**config.mk**
```make
export PLATFORM = sky130hd
export DESIGN_NAME = bs_addsub_inverse
export DESIGN_NICKNAME = d
export VERILOG_FILES = /design/src/rtl/bs_addsub_inverse_pkg.sv /design/src/rtl/bs_addsub_inverse_fa_fs.sv /design/src/rtl/bs_addsub_inverse.sv
export SDC_FILE = /design/constraint.sdc
export NUM_CORES = 1
export LEC_CHECK = 0
export BUFFER_PORTS_ARGS = -buffer_cell sky130_fd_sc_hd__buf_2
export CAP_MARGIN = 20
export CELL_PAD_IN_SITES_DETAIL_PLACEMENT = 1
export CELL_PAD_IN_SITES_GLOBAL_PLACEMENT = 2
export CORE_MARGIN = 1.5
export CORE_UTILIZATION = 33
export CTS_BUF_LIST = sky130_fd_sc_hd__clkbuf_16
export CTS_CLUSTER_DIAMETER = 80
export DETAILED_ROUTE_END_ITERATION = 16
export PLACE_DENSITY_LB_ADDON = 0.1
export SYNTH_ARGS = -nofsm -noshare
export SYNTH_HDL_FRONTEND = slang
export SYNTH_HIERARCHICAL = 1
export SYNTH_SLANG_ARGS = --single-unit
```
**constraint.sdc**
```tcl
create_clock -name clk -period 1.63 [get_ports clk]
set_clock_uncertainty 0.05 [all_clocks]
set_input_delay 0.163 -clock clk [delete_from_list [all_inputs] [get_ports clk]]
set_output_delay 0.163 -clock clk [all_outputs]
set_load 0.02 [all_outputs]
```
**src/rtl/bs_addsub_inverse_pkg.sv**
```systemverilog
// Shared types and helpers for the bit-serial add/sub inverse unit.
package addsub_pkg;

  typedef enum logic [1:0] {IDLE, RUN, DONE} state_t;

  // Forward operation that produced R; the unit applies the opposite one.
  localparam logic MODE_ADD = 1'b0;
  localparam logic MODE_SUB = 1'b1;

  function automatic int clog2(input int v);
    int w;
    w = 1;
    while ((1 << w) < v) w++;
    return w;
  endfunction

endpackage

```
**src/rtl/bs_addsub_inverse_fa_fs.sv**
```systemverilog
// 1-bit full adder (u=0) / full subtractor a-b-cin (u=1).
module fa_fs (
  input  logic a,
  input  logic b,
  input  logic cin,
  input  logic u,
  output logic s,
  output logic cout
);

  assign s    = a ^ b ^ cin;
  assign cout = u ? ((~a & b) | (~(a ^ b) & cin))
                  : ((a & b) | ((a ^ b) & cin));

endmodule

```
**src/rtl/bs_addsub_inverse.sv**
```systemverilog
// Bit-serial recovery of A from R and B, one bit per clock, LSB first.
// Optional macro ADDSUB_OVF_EN adds the signed overflow flag on ovf.
module bs_addsub_inverse
  import addsub_pkg::*;
#(
  parameter int WIDTH = 8
) (
  input  logic             clk,
  input  logic             rst,
  input  logic             start,
  input  logic             mode,
  input  logic [WIDTH-1:0] r,
  input  logic [WIDTH-1:0] b,
  output logic             busy,
  output logic             done,
  output logic [WIDTH-1:0] a_out,
  output logic             flag,
  output logic             ovf
);

  localparam int CW = clog2(WIDTH);

  state_t           state, state_nx;
  logic [WIDTH-1:0] r_sh, b_sh, res_sh;
  logic             mode_q, cb;
  logic [CW-1:0]    cnt;
  logic             s, cout, last, sub_op;

  // Forward add means we must subtract to undo it.
  assign sub_op = (mode_q == MODE_ADD);
  assign last   = (cnt == CW'(WIDTH - 1));

  fa_fs u_cell (
    .a   (r_sh[0]),
    .b   (b_sh[0]),
    .cin (cb),
    .u   (sub_op),
    .s   (s),
    .cout(cout)
  );

  always_comb begin
    state_nx = state;
    case (state)
      IDLE:    if (start) state_nx = RUN;
      RUN:     if (last)  state_nx = DONE;
      DONE:    state_nx = IDLE;
      default: state_nx = IDLE;
    endcase
  end

  assign busy = (state != IDLE);
  assign done = (state == DONE);

  always_ff @(posedge clk) begin
    if (rst) begin
      state  <= IDLE;
      r_sh   <= '0;
      b_sh   <= '0;
      res_sh <= '0;
      mode_q <= 1'b0;
      cb     <= 1'b0;
      cnt    <= '0;
      a_out  <= '0;
      flag   <= 1'b0;
    end else begin
      state <= state_nx;
      case (state)
        IDLE: if (start) begin
          r_sh   <= r;
          b_sh   <= b;
          mode_q <= mode;
          cb     <= 1'b0;
          cnt    <= '0;
        end
        RUN: begin
          r_sh   <= r_sh >> 1;
          b_sh   <= b_sh >> 1;
          res_sh <= {s, res_sh[WIDTH-1:1]};
          cb     <= cout;
          cnt    <= cnt + CW'(1);
          if (last) begin
            a_out <= {s, res_sh[WIDTH-1:1]};
            flag  <= cout;
          end
        end
        default: ;
      endcase
    end
  end

`ifdef ADDSUB_OVF_EN
  logic ovf_q;

  // On the last bit cb is the carry/borrow into the MSB, cout the one out of it.
  always_ff @(posedge clk) begin
    if (rst)                        ovf_q <= 1'b0;
    else if (state == IDLE && start) ovf_q <= 1'b0;
    else if (state == RUN && last)   ovf_q <= cb ^ cout;
  end

  assign ovf = ovf_q;
`else
  assign ovf = 1'b0;
`endif

endmodule
```
==> run_results.csv, run 1 <==
group,metric,value,unit
global_routing,grt_pass1_wl,5910,microns
critical_path,crit_chain,"buf_6 > or2_2 > buf_2",
detailed_routing,dr_total_vias,1302,
floorplanning,coreArea,5070,sq um
detailed_routing,dr.pass1.iters,4,
clock_tree,clock_latency,0.27,ns
clock_tree,cts_setup_buffers,0,
clock_tree,cts_tree,"built",
placed_design,routabilityCongestion,0.709,
synth,synthMuxAreaShare,9.91,%
synth,synth-edff-count,0,
placed_design,hpwl,2590,microns
sta,period_share,92.8,%
placed_design,placed_area,1910,sq um
clock_tree,clock_sinks,39,
floorplanning,die_y,75.1,microns
placed_design,port_buffers,30,
final_layout,diodes,0,
clock_tree,cts_max_path_buffers,2,
sta,finalSetupViolCount,0,
detailed_routing,vias_per_cell,4.67,
critical_path,worstSetupEndpointType,"primary output",
synth,ys_seq_area_share,45.5,%
synth,synth_top_family_by_area,"compound AO/OA/AOI/OAI gates",
clock_tree,cts_max_level,2,
synth,synth_cell_types,25,
final_layout,syn2layout_area_growth,20.8,%
final_layout,drive_gt1_share,27.3,%
synth,synth-xor-area-share,0,%
detailed_routing,wirelength,3530,microns
detailed_routing,ant_nets,0,
clock_tree,path_clk_slew,0.06,ns
clock_tree,hold_buffers,0,
clock_tree,cts.repair.resized,0,
floorplanning,io_pins,32,
synth,yosys.area_share.simple,15.8,%
synth,synth_top_cell_by_area,"dfxtp_1",
synth,synth_top_cell_area_share,45.5,%
critical_path,crit_type,"reg2out",
sta,max_freq,661,MHz
critical_path,crit_slowest_cell,"dfxtp_1",
critical_path,critPathLaunchType,"flip-flop",
floorplanning,rows,26,
critical_path,crit_required,1.42,ns
clock_tree,numCtsBuffers,5,
sta,timing.final.hold_violations,0,
floorplanning,floorplan.initialDensity,33.8,%
global_routing,grt_pass1_vias,1202,
clock_tree,cts-root-buf,"clkbuf_16",
sta,period_minus_slack,1.51,ns
final_layout,final_core_util,40.9,%
detailed_routing,wl_per_cell,12.7,microns
job,drv_cap,0,
synth,syn_area_per_cell,9.54,sq um
synth,async_flop_share,0,%
detailed_routing,drc,0,
critical_path,critPathBufInv,2,
critical_path,critPathMaxFanout,16,
synth,yosys_warnings,6,
power,irDropWorstVdd,0.499,mV
critical_path,slowest_delay,0.38,ns
critical_path,crit_arrival,1.30,ns
sta,holdWs,0.0979,ns
synth,ys_ff_latch,39,
floorplanning,fp.dieArea,5640,sq um
synth,synthAdderAreaFrac,3.79,%
power,p_total,2.33,mW
power,p_leak,0.850,nW
final_layout,final_cell_area,2070,sq um
synth,syn_nets,204,
synth,synthesis.area,1720,sq um
global_routing,grt_start_max_net_pins,30,
global_routing,grt_overflow_total,0,
sta,finalSetupTns,0,ns
worst_hold_path,hold_path_class,"in2reg",
sta,slew_violations,0,
global_routing,antenna_found_initial,0,
final_layout,nets,232,
power,p_per_area,1130,nW/um^2
sta,rsz0062_at_grt,"false",
global_routing,grtUsageTotal,14.2,%
floorplanning,die_x,75.1,microns
synth,synthTopCellsByArea,"dfxtp_1 (45%), mux2i_1 (9.9%), a211oi_2 (7.3%), nand2_1 (7.0%), nor2_1 (4.8%)",
status,status,"finished, final reports clean",
synth,ys.flop_type,"dfxtp_1",
detailed_routing,drt_first_iter_violations,28,
critical_path,cp_top_family,"flip-flops",
synth,postSynthCellCount,180,
synth,synth_compound_area_share,17.9,%
[layer usage]
| layer | share of wire, % | routed length [microns] | vias to the layer above | GRT usage (%) |
|---|---|---|---|---|
| met5 | 0 | 0 | - | 0 |
| met4 | 0.88 | 31 | 0 | 4.85 |
| met3 | 3.8 | 133 | 4 | 4.02 |
| met2 | 51 | 1810 | 25 | 24.6 |
| met1 | 44 | 1560 | 609 | 16.9 |
| li1 | - | - | 664 | - |
[area by class of cell]
| class | instances | area (sq um) |
|---|---|---|
| tap | 70 | 87.6 |
| clock buffer | 5 | 125 |
| timing repair buffer | 35 | 204 |
| multi-input combinational | 122 | 818 |
| inverter | 5 | 18.8 |
| fill | 609 | 3000 |
| sequential | 39 | 781 |
| clock inverter | 3 | 38.8 |
[flip-flops by register name (all words and copies together) (netlist names)]
name	count
cnt	3
cb	1
res_sh	7
b_sh	8
state	2
r_sh	8
flag	1
a_out	8
mode_q	1
[placed cells by master, fill, tap and decap left out, types with 3 or more instances in the layout]
| master | count |
|---|---|
| a211oi_1 | 5 |
| clkbuf_16 | 5 |
| a21oi_1 | 16 |
| a22oi_1 | 5 |
| inv_1 | 5 |
| mux2i_1 | 17 |
| nor2_1 | 22 |
| dfxtp_1 | 39 |
| nand2_1 | 32 |
| a211oi_2 | 10 |
| buf_4 | 3 |
| buf_2 | 30 |
[worst register-to-register path, delay by kind of cell (launching register included)]
family,cells,cell delay (ns)
flops,1,0.36
fa+ha+maj,2,0.34
simple gates,2,0.50
compound gates,1,0.12
[power by group]
| group | internal, mW | switching, mW |
|---|---|---|
| sequential | 0.998 | 0.0303 |
| combinational | 0.105 | 0.123 |
| clock | 0.713 | 0.365 |
[worst paths after layout]
kind              startpoint  slack [ns]  cells after the start       end
setup / recovery    state[0]        0.12                      3      busy
hold / removal          mode         0.1                      3    mode_q
setup reg to reg      cnt[0]        0.20                      5  a_out[7]
hold reg to reg     a_out[4]        0.40                      2  a_out[4]
[per-stage QoR]
step,instances,setup slack (ns)
after global routing,279,0.0414
after global placement,271,0.249
after detailed placement,271,0.195
after CTS,279,0.0437
after floorplan,180,0.321
final,279,0.118
[cells by family after synthesis]
kind of cell | Yosys count
simple gates | 62
flops | 39
compound gates | 38
buf+inv | 19
mux | 17
fa+ha+maj | 4
other cells | 1
[synthesized netlist by cell type (3+ instances only)]
cell type,count
buf_6,4
a211oi_2,10
a21oi_1,16
nor2_1,22
dfxtp_1,39
a22oi_1,5
mux2i_1,17
a211oi_1,5
buf_4,3
nand2_1,32
clkbuf_1,3
buf_2,4
inv_1,5
Note: power is estimated with default switching activity, not from simulation.
==> run 2: changes to the inputs <==
--- a/config.mk
+++ b/config.mk
@@ -9,7 +9,6 @@
 export CAP_MARGIN = 20
 export CELL_PAD_IN_SITES_DETAIL_PLACEMENT = 1
 export CELL_PAD_IN_SITES_GLOBAL_PLACEMENT = 2
-export CORE_MARGIN = 1.5
 export CORE_UTILIZATION = 33
 export CTS_BUF_LIST = sky130_fd_sc_hd__clkbuf_16
 export CTS_CLUSTER_DIAMETER = 80
==> run 2 against run 1 <==
Critical path depth unchanged. Clock power fell by 14%. Non-clock buffer count down 2. Cell area shrank 2.6%. Hold slack worse by 0.017 ns. Worst setup slack improved by 0.0078 ns. Via count fell by 1.5%. Sequential share of layout area is 1.1 points higher. First-iteration DRC count rose by 89%. Clock-buffer cell count stayed put. Combinational power fell by 5%. Sequential cell count unchanged.
==> run_results.csv, run 2 (same netlist as run 1, synthesis figures left out) <==
group,metric,value,unit
status,status,"finished, final reports clean",
clock_tree,clock_latency,0.28,ns
clock_tree,path_clk_slew,0.06,ns
sta,slew_violations,0,
worst_hold_path,hold_depth,3,
clock_tree,numCtsBuffers,5,
critical_path,reg2reg_setup_slack,0.16,ns
clock_tree,cts_tree,"built",
clock_tree,clock_sinks,39,
detailed_routing,ant_nets,0,
floorplanning,io_pins,32,
critical_path,worstSetupStartpoint,"state[0]",
final_layout,top_regs,"a_out (8), b_sh (8), r_sh (8)",
final_layout,drive_gt1_share,27.5,%
clock_tree,cts_max_path_buffers,2,
placed_design,dp_cells,266,
detailed_routing,dr_total_vias,1283,
sta,max_freq,665,MHz
placed_design,routabilityCongestion,0.644,
final_layout,final_cell_mix,"dfxtp_1 (38), nand2_1 (32), buf_2 (30), nor2_1 (22), mux2i_1 (17)",
placed_design,post-place-ws,0.109,ns
sta,finalSetupTns,0,ns
power,p_per_area,1080,nW/um^2
detailed_routing,drc,0,
global_routing,use_met1,15.6,%
global_routing,use_met3,4.47,%
global_routing,grt_overflow_total,0,
final_layout,final-instance-count-excl-fill,274,
global_routing,grtUsageTotal,14.2,%
placed_design,hpwl,2370,microns
critical_path,timing.rr.start,"cnt[0]",
critical_path,critPathMaxFanout,17,
final_layout,syn2layout_area_growth,17.6,%
detailed_routing,dr.pass1.iters,2,
critical_path,crit_arrival,1.29,ns
worst_hold_path,hold_path_class,"in2reg",
detailed_routing,wl_per_cell,12.6,microns
placed_design,port_buffers,30,
floorplanning,die_y,74.1,microns
detailed_routing,drt_first_iter_violations,53,
power,irDropWorstVdd,0.474,mV
job,drv_cap,0,
sta,timing.final.hold_violations,0,
global_routing,antenna_found_initial,0,
critical_path,crit_chain,"buf_6 > or2_2 > buf_2",
critical_path,reg2reg_depth,5,
final_layout,nets,230,
power,p_total,2.18,mW
critical_path,worstSetupEndpointType,"primary output",
floorplanning,floorplan.initialDensity,35.4,%
sta,rsz0062_at_grt,"false",
sta,period_share,92.3,%
global_routing,grt_use_met2,25.4,%
critical_path,slowest_delay,0.38,ns
clock_tree,cts-root-buf,"clkbuf_16",
floorplanning,die_x,74.1,microns
detailed_routing,wirelength,3450,microns
critical_path,cp-endpoint,"busy",
critical_path,crit_type,"reg2out",
critical_path,crit_required,1.42,ns
sta,finalSetupViolCount,0,
final_layout,layout_commonest_cell,"dfxtp_1",
global_routing,busiest_layer,"met2",
critical_path,crit_slowest_cell,"dfxtp_2",
critical_path,critPathLaunchType,"flip-flop",
floorplanning,coreArea,4850,sq um
power,p_leak,0.828,nW
critical_path,rr_endpoint,"flag",
sta,period_minus_slack,1.50,ns
sta,fin_ws,0.125,ns
global_routing,grt_start_max_net_pins,40,
clock_tree,hold_buffers,0,
final_layout,diodes,0,
clock_tree,cts_max_level,2,
global_routing,grt_pass1_vias,1327,
global_routing,grt_pass1_wl,5780,microns
floorplanning,rows,25,
detailed_routing,vias_per_cell,4.68,
floorplanning,fp.dieArea,5490,sq um
[run 2: worst max-delay path: cells and delay by family (launching register included)]
| family | cells | cell delay [ns] |
|---|---|---|
| flops | 1 | 0.38 |
| buf+inv | 2 | 0.36 |
| simple gates | 1 | 0.28 |
[run 2: area by class of cell]
cell class	instances	area [sq um]
inverter	5	18.8
clock buffer	5	125
multi-input combinational	122	818
tap	67	83.8
sequential	39	782
clock inverter	3	15.0
timing repair buffer	33	176
fill	586	2830
[run 2: per-layer routing]
layer  vias to the layer above  routed length, microns
met5                         -                       0
met4                         0                      48
met3                         5                     149
met2                        22                    1690
met1                       601                    1560
li1                        655                       -
[run 2: report_power, final]
| part | internal [mW] | switching (mW) | total [mW] |
|---|---|---|---|
| registers | 0.998 | 0.0316 | 1.03 |
| logic | 0.0971 | 0.120 | 0.217 |
| clock network | 0.558 | 0.373 | 0.931 |
| total | 1.65 | 0.524 | 2.18 |
[run 2: how the worst min path moves through the flow]
stage	start	to	slack (ns)
finish	mode	mode_q	0.08
global route	mode	mode_q	0.10
global placement	r[7]	r_sh[7]	0.36
CTS	r[7]	r_sh[7]	0.08
floorplan	mode	mode_q	0.26
detailed placement	r[7]	r_sh[7]	0.37
[run 2: what timing repair did]
action,in CTS,in global routing
gates resized for setup,2,0
buffers inserted,0,0
setup endpoints to repair,2,0
[run 2: stage by stage]
| stage | hold slack (ns) | utilization (%) | area, sq um |
|---|---|---|---|
| 2_1_floorplan | 0.260 | - | 1720 |
| 3_3_place_gp | 0.361 | 38.7 | 1870 |
| 6_report | 0.0804 | 41.7 | 2020 |
| 4_1_cts | 0.0776 | 41.7 | 2020 |
| 5_1_grt | 0.101 | 41.7 | 2020 |
| 3_5_place_dp | 0.367 | 38.7 | 1870 |
==> run 3: changes to the inputs <==
--- a/config.mk
+++ b/config.mk
@@ -5,14 +5,15 @@
 export SDC_FILE = /design/constraint.sdc
 export NUM_CORES = 1
 export LEC_CHECK = 0
-export BUFFER_PORTS_ARGS = -buffer_cell sky130_fd_sc_hd__buf_2
+export ABC_AREA = 1
 export CAP_MARGIN = 20
 export CELL_PAD_IN_SITES_DETAIL_PLACEMENT = 1
 export CELL_PAD_IN_SITES_GLOBAL_PLACEMENT = 2
-export CORE_UTILIZATION = 33
+export CORE_UTILIZATION = 34
 export CTS_BUF_LIST = sky130_fd_sc_hd__clkbuf_16
 export CTS_CLUSTER_DIAMETER = 80
 export DETAILED_ROUTE_END_ITERATION = 16
+export DONT_BUFFER_PORTS = 1
 export PLACE_DENSITY_LB_ADDON = 0.1
 export SYNTH_ARGS = -nofsm -noshare
 export SYNTH_HDL_FRONTEND = slang
==> constraint.sdc (replaced) <==
create_clock -name clk -period 1.63 [get_ports clk]
set_clock_uncertainty 0.05 [all_clocks]
set_input_delay 0.326 -clock clk [delete_from_list [all_inputs] [get_ports clk]]
set_output_delay 0.326 -clock clk [all_outputs]
set_load 0.02 [all_outputs]
==> run 3 against run 2 <==
Sequential cell count did not move. Sequential power hardly changed. Cell count increased by 23%. Critical path type unchanged.
==> run_results.csv, run 3 <==
group,metric,value,unit
critical_path,worstSetupEndpointType,"primary output",
critical_path,reg2reg_depth,4,
power,pwr-share-comb,10.8,%
floorplanning,rows,26,
sta,slew_headroom,44.9,%
detailed_routing,drc,0,
floorplanning,fp.dieArea,5680,sq um
job,drv_cap,0,
clock_tree,hold_buffers,0,
worst_hold_path,hold_path_class,"in2reg",
detailed_routing,dr_total_vias,1543,
sta,period_share,91.9,%
critical_path,crit_required,1.25,ns
clock_tree,path_clk_slew,0.06,ns
critical_path,rr_endpoint,"b_sh[5]",
synth,async_flop_share,0,%
clock_tree,cts_tree,"built",
final_layout,multiInputGateArea,841,sq um
clock_tree,numCtsBuffers,5,
critical_path,critPathMaxFanout,18,
power,irDropWorstVdd,0.479,mV
detailed_routing,wl_per_cell,11.9,microns
synth,ys_ff_latch,39,
detailed_routing,vias_per_cell,4.58,
final_layout,fill_cells,685,
final_layout,top_regs,"a_out (8), b_sh (8), r_sh (8)",
final_layout,nets,290,
synth,synth_cell_types,18,
critical_path,crit_arrival,1.12,ns
detailed_routing,met3_length,232,microns
synth,synth.most_common_cell,"nand2_1",
floorplanning,io_pins,32,
power,p_clk_share,45.9,%
global_routing,grt_start_max_net_pins,35,
critical_path,timing.rr.start,"state[0]",
clock_tree,cts_max_level,2,
placed_design,placed_area,1860,sq um
final_layout,ff_latch_area,781,sq um
sta,timing.final.hold_violations,0,
synth,synthTopCellsByCount,"nand2_1 (87), nor2_1 (53), dfxtp_1 (39), inv_1 (24), nand3_1 (23)",
clock_tree,clock_latency,0.28,ns
global_routing,antenna_found_initial,0,
global_routing,grt_pass1_vias,1490,
final_layout,final_core_util,39.6,%
placed_design,port_buffers,0,
global_routing,grt_pass1_wl,6810,microns
worst_hold_path,hold_depth,1,
floorplanning,die_y,75.4,microns
sta,tightest_slew,0.824,ns
floorplanning,floorplan.initialDensity,35.6,%
floorplanning,coreArea,5140,sq um
detailed_routing,met1_length,1990,microns
sta,rsz0062_at_grt,"false",
critical_path,reg2reg_setup_slack,0.20,ns
final_layout,drive_gt1_share,8.24,%
final_layout,final_cell_mix,"nand2_1 (87), nor2_1 (52), dfxtp_1 (39), inv_1 (24), nand3_1 (23)",
power,swShare,24.4,%
critical_path,critPathLaunchType,"flip-flop",
placed_design,dp_cells,329,
synth,synth_top_cell_area_share,42.7,%
detailed_routing,wirelength,4020,microns
floorplanning,die_x,75.4,microns
critical_path,worstSetupStartpoint,"state[1]",
sta,period_minus_slack,1.50,ns
power,p_int,1.83,mW
power,p_per_area,1190,nW/um^2
sta,finalSetupViolCount,0,
final_layout,final-instance-count-excl-fill,337,
power,p_sw,592,uW
detailed_routing,dr.pass1.iters,4,
clock_tree,cts-root-buf,"clkbuf_16",
detailed_routing,drt_first_iter_violations,52,
detailed_routing,maxUsedRoutingLayer,"met4",
final_layout,layout_commonest_cell,"nand2_1",
status,status,"finished, final reports clean",
placed_design,routabilityCongestion,0.720,
synth,synthesis.area,1830,sq um
sta,fin_ws,0.132,ns
synth,syn_area_per_cell,6.83,sq um
final_layout,syn2layout_area_growth,11.2,%
sta,slew_violations,0,
detailed_routing,wl_met2,1760,microns
critical_path,crit_type,"reg2out",
synth,yosys_warnings,6,
global_routing,grtUsageTotal,16.1,%
power,p_seq_share,43.3,%
placed_design,hpwl,2810,microns
final_layout,diodes,0,
power,p_leak,0.987,nW
synth,synthTopCellsByArea,"dfxtp_1 (43%), nand2_1 (18%), nor2_1 (11%), nand3_1 (6.3%), inv_1 (4.9%)",
synth,synth_top_cell_by_area,"dfxtp_1",
critical_path,cp-endpoint,"done",
sta,max_freq,667,MHz
synth,ys_seq_area_share,42.7,%
clock_tree,cts_setup_buffers,0,
final_layout,final_cell_area,2040,sq um
global_routing,grt_overflow_total,0,
synth,synth-edff-count,0,
sta,finalSetupTns,0,ns
synth,postSynthCellCount,268,
detailed_routing,ant_nets,0,
synth,ys.flop_type,"dfxtp_1",
clock_tree,clock_sinks,39,
clock_tree,cts_max_path_buffers,2,
placed_design,post-place-ws,0.159,ns
synth,syn_nets,292,
## run 3: changes by cell type after synthesis, sizes merged, moves of 2 or more
cell	delta
nand2	+57
inv	+21
o21ai	+10
clkbuf	-3
a21oi	-11
mux2i	-17
nand3	+23
buf	+4
a22oi	-5
nor2	+33
nor2b	-2
a211oi	-15
## run 3: how the worst min path moves through the flow
stage                   start       end  slack, ns
global placement          rst   r_sh[7]       0.35
detailed placement        rst   b_sh[7]       0.35
CTS                       rst   b_sh[7]       0.05
floorplan           res_sh[2]  a_out[1]       0.39
global route              rst   b_sh[7]       0.04
finish                    rst   b_sh[7]       0.05
## run 3: kinds of logic (layout without fill, tap and decap cells)
| group | after synthesis | count (layout) | share of synthesized area [%] |
|---|---|---|---|
| fa+ha+maj | 4 | 4 | 3.55 |
| flops | 39 | 39 | 42.7 |
| other cells | 1 | 1 | 0.205 |
| simple gates | 167 | 167 | 36.9 |
| buf+inv | 41 | 40 | 11.6 |
| compound gates | 16 | 16 | 5.13 |
## run 3: repair_timing
item | 4_1_cts | 5_1_grt
resized for setup | 1 | 2
endpoints found under the setup margin | 1 | 3
pin swaps | 0 | 1
## run 3: power by group through the flow
stage	Sequential [mW]	Combinational, mW	Clock [mW]
floorplan	1.06	0.229	0
global placement	1.07	0.264	0
detailed placement	1.07	0.267	0
CTS	1.05	0.269	1.15
global route	1.06	0.310	1.18
finish	1.05	0.261	1.11
## run 3: final cells by class
cell class                 instances  share of cell area [%]
multi-input combinational        188                    41.3
sequential                        39                    38.4
clock buffer                       5                    6.15
inverter                          26                    4.92
tap                               70                    4.30
timing repair buffer               6                    2.83
clock inverter                     3                    2.15
## run 3: critical path, stage by stage (launching register included)
cell and delay [ns]:
dfxtp_1 0.45, inv_4 0.15, nor2_2 0.23
## run 3: stage by stage
stage               hold slack (ns)  total power [mW]
global placement              0.346              1.33
finish                       0.0502              2.42
floorplan                     0.385              1.29
CTS                          0.0460              2.47
detailed placement            0.348              1.34
global route                 0.0413              2.55
## run 3: routing by layer
layer | global-route usage [%] | up-vias
met2 | 25.1 | 28
met1 | 21.2 | 705
li1 | - | 806
met4 | 5.56 | 0
met3 | 5.03 | 4
met5 | 0 | -
